### src/rtl/dbg_host_seq_if.sv
// Host byte-stream and debug-module command signals of dbg_host_seq.
// master: the sequencer's view; slave: the host link / debug module side.
interface dbg_host_seq_if;
    logic [7:0]  rx_data_i;
    logic        rx_valid_i;
    logic [7:0]  tx_data_o;
    logic        tx_valid_o;
    logic        tx_ready_i;
    logic [7:0]  dbg_cmd_o;
    logic [31:0] dbg_addr_o;
    logic [31:0] dbg_data_o;
    logic [31:0] dbg_data_i;
    logic        dbg_ready_i;
    logic        busy_o;
    logic        rx_drop_o;

    modport master (
        input  rx_data_i, rx_valid_i, tx_ready_i, dbg_data_i, dbg_ready_i,
        output tx_data_o, tx_valid_o, dbg_cmd_o, dbg_addr_o, dbg_data_o,
               busy_o, rx_drop_o
    );

    modport slave (
        output rx_data_i, rx_valid_i, tx_ready_i, dbg_data_i, dbg_ready_i,
        input  tx_data_o, tx_valid_o, dbg_cmd_o, dbg_addr_o, dbg_data_o,
               busy_o, rx_drop_o
    );
endinterface

### src/rtl/dbg_host_seq.sv
// Host byte-stream to debug-module command sequencer.
// Assembles host frames into debug commands, drives cmd/addr/data with the
// debug module's hold timing, and returns ack/read-data bytes to the host.
// Optional feature: define DBG_SEQ_TIMEOUT_EN to abort memory commands that
// stay in WAIT for TIMEOUT_CYCLES cycles (responds 0xEF).
module dbg_host_seq #(
    parameter int unsigned TIMEOUT_CYCLES = 65535
) (
    input  logic           clk,
    input  logic           rstn_i,
    dbg_host_seq_if.master bus
);

    localparam logic [7:0] CMD_IDLE    = 8'h00;
    localparam logic [7:0] CMD_READ    = 8'h01;
    localparam logic [7:0] CMD_WRITE   = 8'h02;
    localparam logic [7:0] CMD_LAST    = 8'h07;
    localparam logic [7:0] RSP_ACK     = 8'hA0;
    localparam logic [7:0] RSP_ILLEGAL = 8'hEE;
    localparam logic [7:0] RSP_TIMEOUT = 8'hEF;
    localparam logic [2:0] READ_BYTES  = 3'd4;

    typedef enum logic [2:0] {
        S_IDLE,
        S_RX_ADDR,
        S_RX_DATA,
        S_ISSUE,
        S_ARMED,
        S_WAIT,
        S_RESP
    } state_e;

    state_e      state_q, state_d;
    logic [7:0]  cmd_q, cmd_d;
    logic [1:0]  cnt_q, cnt_d;
    logic [31:0] addr_q, addr_d;
    logic [31:0] wdata_q, wdata_d;
    logic [31:0] rbuf_q, rbuf_d;
    logic [2:0]  rleft_q, rleft_d;
    logic [7:0]  tx_data_q, tx_data_d;
    logic        tx_valid_q, tx_valid_d;
    logic        busy_q, busy_d;
    logic        drop_q, drop_d;
    logic [7:0]  cmd_c;
    logic        is_mem;

`ifdef DBG_SEQ_TIMEOUT_EN
    localparam int unsigned WCNT_W = $clog2(TIMEOUT_CYCLES + 1);
    logic [WCNT_W-1:0] wcnt_q, wcnt_d;
`endif

    assign is_mem = (cmd_q == CMD_READ) || (cmd_q == CMD_WRITE);

    assign bus.dbg_cmd_o  = cmd_c;
    assign bus.dbg_addr_o = addr_q;
    assign bus.dbg_data_o = wdata_q;
    assign bus.tx_data_o  = tx_data_q;
    assign bus.tx_valid_o = tx_valid_q;
    assign bus.busy_o     = busy_q;
    assign bus.rx_drop_o  = drop_q;

    // State and datapath registers
    always_ff @(posedge clk or negedge rstn_i) begin
        if (!rstn_i) begin
            state_q    <= S_IDLE;
            cmd_q      <= CMD_IDLE;
            cnt_q      <= 2'd0;
            addr_q     <= 32'd0;
            wdata_q    <= 32'd0;
            rbuf_q     <= 32'd0;
            rleft_q    <= 3'd0;
            tx_data_q  <= 8'd0;
            tx_valid_q <= 1'b0;
            busy_q     <= 1'b0;
            drop_q     <= 1'b0;
`ifdef DBG_SEQ_TIMEOUT_EN
            wcnt_q     <= '0;
`endif
        end else begin
            state_q    <= state_d;
            cmd_q      <= cmd_d;
            cnt_q      <= cnt_d;
            addr_q     <= addr_d;
            wdata_q    <= wdata_d;
            rbuf_q     <= rbuf_d;
            rleft_q    <= rleft_d;
            tx_data_q  <= tx_data_d;
            tx_valid_q <= tx_valid_d;
            busy_q     <= busy_d;
            drop_q     <= drop_d;
`ifdef DBG_SEQ_TIMEOUT_EN
            wcnt_q     <= wcnt_d;
`endif
        end
    end

    // Frame decode, command issue/hold and response sequencing
    always_comb begin
        state_d    = state_q;
        cmd_d      = cmd_q;
        cnt_d      = cnt_q;
        addr_d     = addr_q;
        wdata_d    = wdata_q;
        rbuf_d     = rbuf_q;
        rleft_d    = rleft_q;
        tx_data_d  = tx_data_q;
        tx_valid_d = tx_valid_q;
        drop_d     = 1'b0;
        cmd_c      = CMD_IDLE;
`ifdef DBG_SEQ_TIMEOUT_EN
        wcnt_d     = wcnt_q;
`endif

        case (state_q)
            S_IDLE: begin
                if (bus.rx_valid_i && (bus.rx_data_i != CMD_IDLE)) begin
                    cmd_d = bus.rx_data_i;
                    if ((bus.rx_data_i == CMD_READ) || (bus.rx_data_i == CMD_WRITE)) begin
                        cnt_d   = 2'd0;
                        state_d = S_RX_ADDR;
                    end else if (bus.rx_data_i <= CMD_LAST) begin
                        state_d = S_ISSUE;
                    end else begin
                        tx_data_d  = RSP_ILLEGAL;
                        tx_valid_d = 1'b1;
                        rleft_d    = 3'd0;
                        state_d    = S_RESP;
                    end
                end
            end

            S_RX_ADDR: begin
                if (bus.rx_valid_i) begin
                    addr_d = {addr_q[23:0], bus.rx_data_i};
                    cnt_d  = 2'(cnt_q + 2'd1);
                    if (cnt_q == 2'd3) begin
                        if (cmd_q == CMD_WRITE) begin
                            cnt_d   = 2'd0;
                            state_d = S_RX_DATA;
                        end else begin
                            state_d = S_ISSUE;
                        end
                    end
                end
            end

            S_RX_DATA: begin
                if (bus.rx_valid_i) begin
                    wdata_d = {wdata_q[23:0], bus.rx_data_i};
                    cnt_d   = 2'(cnt_q + 2'd1);
                    if (cnt_q == 2'd3) begin
                        state_d = S_ISSUE;
                    end
                end
            end

            S_ISSUE: begin
                cmd_c = cmd_q;
                if (is_mem) begin
                    state_d = S_ARMED;
                end else begin
                    tx_data_d  = RSP_ACK | cmd_q;
                    tx_valid_d = 1'b1;
                    rleft_d    = 3'd0;
                    state_d    = S_RESP;
                end
            end

            // Debug module drops ready a cycle late, so ready is not trusted here
            S_ARMED: begin
                cmd_c   = cmd_q;
                state_d = S_WAIT;
`ifdef DBG_SEQ_TIMEOUT_EN
                wcnt_d  = '0;
`endif
            end

            // Command withdrawn in the ready cycle so no second access starts
            S_WAIT: begin
                if (bus.dbg_ready_i) begin
                    if (cmd_q == CMD_READ) begin
                        rbuf_d  = bus.dbg_data_i;
                        rleft_d = READ_BYTES;
                    end else begin
                        rleft_d = 3'd0;
                    end
                    tx_data_d  = RSP_ACK | cmd_q;
                    tx_valid_d = 1'b1;
                    state_d    = S_RESP;
                end else begin
                    cmd_c = cmd_q;
`ifdef DBG_SEQ_TIMEOUT_EN
                    if (wcnt_q == WCNT_W'(TIMEOUT_CYCLES - 1)) begin
                        tx_data_d  = RSP_TIMEOUT;
                        tx_valid_d = 1'b1;
                        rleft_d    = 3'd0;
                        state_d    = S_RESP;
                    end else begin
                        wcnt_d = WCNT_W'(wcnt_q + 1'b1);
                    end
`endif
                end
            end

            S_RESP: begin
                if (tx_valid_q && bus.tx_ready_i) begin
                    if (rleft_q != 3'd0) begin
                        tx_data_d = rbuf_q[31:24];
                        rbuf_d    = {rbuf_q[23:0], 8'h00};
                        rleft_d   = 3'(rleft_q - 3'd1);
                    end else begin
                        tx_valid_d = 1'b0;
                        state_d    = S_IDLE;
                    end
                end
            end

            default: begin
                state_d = S_IDLE;
            end
        endcase

        if (bus.rx_valid_i && !(state_q inside {S_IDLE, S_RX_ADDR, S_RX_DATA})) begin
            drop_d = 1'b1;
        end

        busy_d = (state_d != S_IDLE);
    end

endmodule
### src/flat_wrapper.sv
// flat-port wrapper written by rule: the top's interface ports become plain ports
module dbg_host_seq_flat 
#(
    parameter int unsigned TIMEOUT_CYCLES = 65535
)
  (clk, rstn_i, bus_rx_data_i, bus_rx_valid_i, bus_tx_ready_i, bus_dbg_data_i, bus_dbg_ready_i, bus_tx_data_o, bus_tx_valid_o, bus_dbg_cmd_o, bus_dbg_addr_o, bus_dbg_data_o, bus_busy_o, bus_rx_drop_o);
  dbg_host_seq_if bus_i ();
  input  logic clk;
  input  logic rstn_i;
  input wire logic [$bits(bus_i.rx_data_i)-1:0] bus_rx_data_i;
  input wire logic [$bits(bus_i.rx_valid_i)-1:0] bus_rx_valid_i;
  input wire logic [$bits(bus_i.tx_ready_i)-1:0] bus_tx_ready_i;
  input wire logic [$bits(bus_i.dbg_data_i)-1:0] bus_dbg_data_i;
  input wire logic [$bits(bus_i.dbg_ready_i)-1:0] bus_dbg_ready_i;
  output wire logic [$bits(bus_i.tx_data_o)-1:0] bus_tx_data_o;
  output wire logic [$bits(bus_i.tx_valid_o)-1:0] bus_tx_valid_o;
  output wire logic [$bits(bus_i.dbg_cmd_o)-1:0] bus_dbg_cmd_o;
  output wire logic [$bits(bus_i.dbg_addr_o)-1:0] bus_dbg_addr_o;
  output wire logic [$bits(bus_i.dbg_data_o)-1:0] bus_dbg_data_o;
  output wire logic [$bits(bus_i.busy_o)-1:0] bus_busy_o;
  output wire logic [$bits(bus_i.rx_drop_o)-1:0] bus_rx_drop_o;
  assign bus_i.rx_data_i = bus_rx_data_i;
  assign bus_i.rx_valid_i = bus_rx_valid_i;
  assign bus_i.tx_ready_i = bus_tx_ready_i;
  assign bus_i.dbg_data_i = bus_dbg_data_i;
  assign bus_i.dbg_ready_i = bus_dbg_ready_i;
  assign bus_tx_data_o = bus_i.tx_data_o;
  assign bus_tx_valid_o = bus_i.tx_valid_o;
  assign bus_dbg_cmd_o = bus_i.dbg_cmd_o;
  assign bus_dbg_addr_o = bus_i.dbg_addr_o;
  assign bus_dbg_data_o = bus_i.dbg_data_o;
  assign bus_busy_o = bus_i.busy_o;
  assign bus_rx_drop_o = bus_i.rx_drop_o;
  dbg_host_seq #(.TIMEOUT_CYCLES(TIMEOUT_CYCLES)) u_core (.clk(clk), .rstn_i(rstn_i), .bus(bus_i));
endmodule
### config.mk
export PLATFORM = sky130hd
export DESIGN_NAME = dbg_host_seq_flat
export DESIGN_NICKNAME = d
export VERILOG_FILES = /design/src/rtl/dbg_host_seq_if.sv /design/src/rtl/dbg_host_seq.sv /design/src/flat_wrapper.sv
export SDC_FILE = /design/constraint.sdc
export NUM_CORES = 1
export LEC_CHECK = 0
export ABC_CLOCK_PERIOD_IN_PS = 2150
export CAP_MARGIN = 20
export CORE_MARGIN = 3
export CORE_UTILIZATION = 46
export CTS_BUF_LIST = sky130_fd_sc_hd__clkbuf_8
export DETAILED_ROUTE_END_ITERATION = 10
export PLACE_DENSITY_LB_ADDON = 0.12
export SYNTH_ARGS = -nofsm -noshare
export SYNTH_HDL_FRONTEND = slang
export SYNTH_SLANG_ARGS = --single-unit
### constraint.sdc
create_clock -name clk -period 2.15 [get_ports clk]
set_input_delay 0.43 -clock clk [delete_from_list [all_inputs] [get_ports clk]]
set_output_delay 0.43 -clock clk [all_outputs]
set_load 0.05 [all_outputs]
Yosys cells after proc, flatten, opt, wreduce, memory -nomap -nowiden
Cells that the tools add are included.
W data, S select, Z words.
{"block": "totals", "regBits": 123, "in_bits": 45, "output_inout_bits": 83}
{"block": "op_classes", "add_sub_neg": 2, "order_cmp": 1, "n_eq_ne": 23, "muxes": 53, "n_reduce_logical": 21}
{"cell": "$mux W32", "n": 4}
{"cell": "$mux W8", "n": 8}
{"cell": "$pmux W32 S2", "n": 1}
{"cell": "$mux W3", "n": 18}
{"cell": "$pmux W8 S4", "n": 1}
{"cell": "$pmux W3 S7", "n": 1}
{"cell": "$eq A8 B1 Y1 const B", "n": 2}
{"cell": "$eq A8 B2 Y1 const B", "n": 2}
{"cell": "$pmux W8 S2", "n": 1}
{"cell": "$reduce_and A8 Y1", "n": 2}
{"cell": "$mux W2", "n": 7}
{"cell": "$ne A2 B2 Y1 const B", "n": 7}
{"cell": "$pmux W3 S4", "n": 1}
{"cell": "$ne A2 B1 Y1 const B", "n": 5}
{"cell": "$reduce_and A5 Y1", "n": 2}
{"cell": "$eq A3 B3 Y1 const B", "n": 3}
{"cell": "$mux W1", "n": 9}
{"cell": "$reduce_bool A3 Y1", "n": 3}
{"cell": "$le A8 B3 Y1 const B", "n": 1}
{"cell": "$reduce_bool A8 Y1", "n": 1}
{"cell": "$eq A3 B2 Y1 const B", "n": 2}
{"cell": "$pmux W2 S3", "n": 1}
{"cell": "$reduce_and A2 Y1", "n": 3}
{"cell": "$pmux W1 S4", "n": 1}
{"cell": "11 further kinds", "n": 14}

Longest topological paths before layout
{"block": "logic_depth", "depth_word": 6, "mapped_depth": 10}

Worst setup path before layout
Ideal clock, no wire load.
{"block": "synth_path", "kind": "reg-to-output", "startpoint": "register u_core.state_q[1]", "endpoint": "output port bus_dbg_cmd_o[0]", "arrival_time_ns": 1.736, "required_time_ns": 1.720, "setup_slack_ns": -0.016, "stages_incl_launch_ff": 5, "path_buffers": 1, "cell_sequence": "dfrtp_1 buf_6 nor2b_1 a22oi_1 nor2b_1"}
{"block": "synth_between", "elab_chain_len": 3}
{"item": "start, declared", "line": "dbg_host_seq.sv:33", "source": "state_e state_q, state_d;"}
{"item": "start signal, assigned", "line": "dbg_host_seq.sv:80", "source": "state_q <= state_d;"}
{"item": "$eq A3 B3 Y1 / $eq A3 B2 Y1 (equally long branches)", "line": "dbg_host_seq.sv:114", "source": "case (state_q)"}
{"item": "$reduce_or A2 Y1 (no source line)"}
{"item": "$pmux W8 S2 (*)", "line": "dbg_host_seq.sv:114"}
{"item": "end, declared", "line": "flat_wrapper.sv:17", "source": "output wire logic [$bits(bus_i.dbg_cmd_o)-1:0] bus_dbg_cmd_o;"}
Every way passes the cells marked *; elsewhere a longest branch is shown, timed or not.

Worst setup path in the final report
{"block": "layout_path", "startpoint": "register u_core.state_q[2]", "endpoint": "output port bus_dbg_cmd_o[7]"}
Same word-level chain as after synthesis.

==> metrics <==
status=completed; critical path type=flip-flop to primary output; post-layout minimum cycle time=roughly 2.1 ns; fin crit share=a little under 100%; H-Tree Depth=4; drt wl/cell=around 17 um; compound-gate portion of the synthesized area=just under 9%; Yosys reg bits=roughly 120; TritonCTS Buffers=17; number of diodes=0; Max VDD drop=499.5 uV; GRT overflow=0; Mapped Cells=414; Critical Path RT=between 1.5 and 2 ns; Die Height=113.4 um; post-synthesis xor/xnor area fraction=0.3302%; crit path launch=u_core.state_q[2]; Core Rows=38; final instance area=between 0.007 and 0.008 mm2; commonest cells in the netlist=123 x dfrtp_1, 74 x mux2_2, 32 x nand2_1; Critical Path Start Type=flip-flop; vias in the first global route=between 3000 and 4000; max-slew violation count=0; layout cell share with drive strength beyond 1=between 30% and 40%; PortBufs=around 130; die area=0.01286 mm2; Yosys Warn Count=0; reg2reg start=u_core.state_q[0]; Longest Clk Path Bufs=2; Layout area overhead=43.44%; vias per cell=roughly 5.2; WL final=~12 mm; Post-DP Area=roughly 0.007 mm2; Reg clk slew, reported paths=0.06 ns; leakage=about 3.5 nW; number of enable flip-flop cells after synthesis=0; largest family of logic cells by synthesized area=multiplexers; largest net degree at the start of global routing=70; hold_sp=u_core.rbuf_q[16]; first-pass GRT wire length=approximately 20 mm; skew final=about 0.0081 ns; RSZ-0062 raised after global routing=yes; worst r2r dst=u_core.bus.tx_data_o[3]; Worst Setup EP=bus_dbg_cmd_o[7]; Layout Nets=roughly 640; CTS sink cnt=around 120; dpl hpwl=roughly 9 mm; multiplexer share of the synthesized area=21.93%; post-synth top area cell=dfrtp_1; post-synthesis sequential area ratio=between 50 and 60%; Worst-Skew Late Latency=roughly 0.43 ns; via count=just under 4000; 1st-iter DRT viols=roughly 230; Final setup viols=0; crit path DAT=about 1.7 ns; Initial Utilization=about half; cell area after synthesis=about 0.0053 mm2; Worst Path Max Fanout=4; Worst R2R Path Depth=7; Peak Freq=467.8 MHz; final core occ=68.99%; Post-synth ARST share=100.0%; Synth top area share=58.02%; Primary FF master, synth=dfrtp_1; GP Congestion=roughly 0.83; Area contributors post-synth=dfrtp_1 58%, mux2_2 16%, mux2i_1 5.7%; post-route ant nets=0; DRT Pass-1 Iters=4; adder-cell area share of the yosys netlist=0.7075%; Post-Synth Simple-Gate Area=7.193%; Fill cells=850; relative slew slack=around 64%; most common cell in the netlist=dfrtp_1; Unique masters post-synth=41; DRC viols=0; synthesized area per cell=~13 um2; chip width=about 110 um; antenna violations before repair=0; Least-Margin Pin Slew=around 0.53 ns; CTS root buf=clkbuf_8; PwrDens=~600 mW/mm2; core box area=approximately 0.011 mm2; syn nets=approximately 460; Hold WC Path Type=flip-flop to flip-flop; Fin. Hold Viols=0; CP Capture Type=primary output; Reg2Reg Setup Slack=about 0.04 ns; Ports=128; max-cap viol count=0; TritonCTS clock tree=built; GRT Total Usage=between 20% and 30%
placed cells by master (no fill, tap or decap), types with 2 or more instances in the layout:
| cell type | n |
|---|---|
| o21ai_0 | 31 |
| mux2i_1 | 30 |
| a22o_1 | 10 |
| o22a_1 | 2 |
| buf_12 | 6 |
| nor2_2 | 2 |
| clkinv_2 | 5 |
| nand3_1 | 5 |
| inv_1 | 14 |
| nor3_1 | 2 |
| nand2b_1 | 2 |
| buf_4 | 41 |
| nor2b_2 | 4 |
| clkbuf_8 | 23 |
| dfrtp_1 | 123 |
| bufinv_16 | 2 |
| nor4_1 | 3 |
| a21oi_1 | 5 |
| ha_1 | 3 |
| nand2_1 | 32 |
| nor2_1 | 9 |
| o31ai_1 | 2 |
| nor2b_4 | 6 |
| mux2_2 | 74 |
| buf_6 | 11 |
| a31oi_1 | 6 |
| mux2_4 | 2 |
| dlymetal6s2s_1 | 2 |
| clkdlybuf4s50_1 | 116 |
| o22ai_1 | 5 |
| nand4_1 | 3 |
logic make-up after synthesis:
group                      count (synthesis)
AOI/OAI and AO/OA                         71
muxes                                    106
and+or+nand+nor                           76
xor gates and xnor gates                   2
DFF                                      123
buffers and inverters                     33
adders and majority gates                  3
what timing repair did:
item,CTS,global route
endpoints found under the setup margin,13,15
hold buffers,1,0
setup buffers,5,2
endpoints found under the hold margin,54,0
pin swaps,2,3
gates resized for setup,21,12
per-layer routing:
metal	track usage [%]	up-vias	part of all wire [%]
li1	-	1835	-
met1	26.19	1894	44
met2	31.40	128	48
met3	6.737	14	6.8
met4	6.971	0	1.2
met5	0	-	0
stage by stage:
stage | setup slack (ns) | total power, mW | instances | hold WS [ns] | setup TNS, ns
floorplan | -0.01561 | 2.391 | 414 | 0.1344 | -0.1249
global placement | -0.3900 | 2.568 | 702 | 0.4571 | -9.421
detailed placement | -0.4570 | 2.571 | 702 | 0.4584 | -10.67
CTS | -0.03827 | 4.621 | 740 | 0.4869 | -0.2610
global route | -0.07647 | 4.753 | 742 | 0.5101 | -0.7920
finish | 0.01244 | 4.570 | 742 | 0.4785 | 0
worst min path at each step:
stage                         to  slack [ns]  cells past startpoint
2_1_floorplan  u_core.bus.busy_o        0.13                      0
3_3_place_gp   u_core.rleft_q[2]        0.46                      2
3_5_place_dp   u_core.rleft_q[1]        0.46                      2
4_1_cts        u_core.rbuf_q[11]        0.49                      2
5_1_grt        u_core.rbuf_q[27]        0.51                      2
6_report       u_core.rbuf_q[16]        0.48                      2
registers in the layout (all words and copies together) (netlist names):
| signal | cells |
|---|---|
| u_core.cmd_q | 8 |
| u_core.cnt_q | 2 |
| u_core.bus.busy_o | 1 |
| u_core.state_q | 3 |
| u_core.bus.tx_data_o | 8 |
| u_core.bus.rx_drop_o | 1 |
| u_core.bus.dbg_data_o | 32 |
| u_core.bus.tx_valid_o | 1 |
| u_core.rbuf_q | 32 |
| u_core.bus.dbg_addr_o | 32 |
| u_core.rleft_q | 3 |
where the power goes:
group | total, mW | switching, mW | internal [mW]
Clock | 2.04 | 0.847 | 1.20
Sequential | 2.33 | 0.00427 | 2.32
Combinational | 0.199 | 0.0918 | 0.107
Total | 4.57 | 0.943 | 3.63
worst max-delay path: stages, from the launching register on:
cell and delay (ns):
dfrtp_1 0.42, buf_12 0.15, nor2b_4 0.12, a22oi_2 0.20, buf_4 0.19, nor2b_2 0.05, buf_6 0.15
final cells by class:
cell class,count,area (um2),area share (%)
sequential,123,3078,40.45
multi-input combinational,258,2155,28.31
timing repair buffer,177,1748,22.97
clock buffer,23,316.6,4.160
tap,140,175.2,2.302
clock inverter,9,92.59,1.217
inverter,12,45.04,0.5919
No activity file was read; power rests on OpenSTA's default activity.
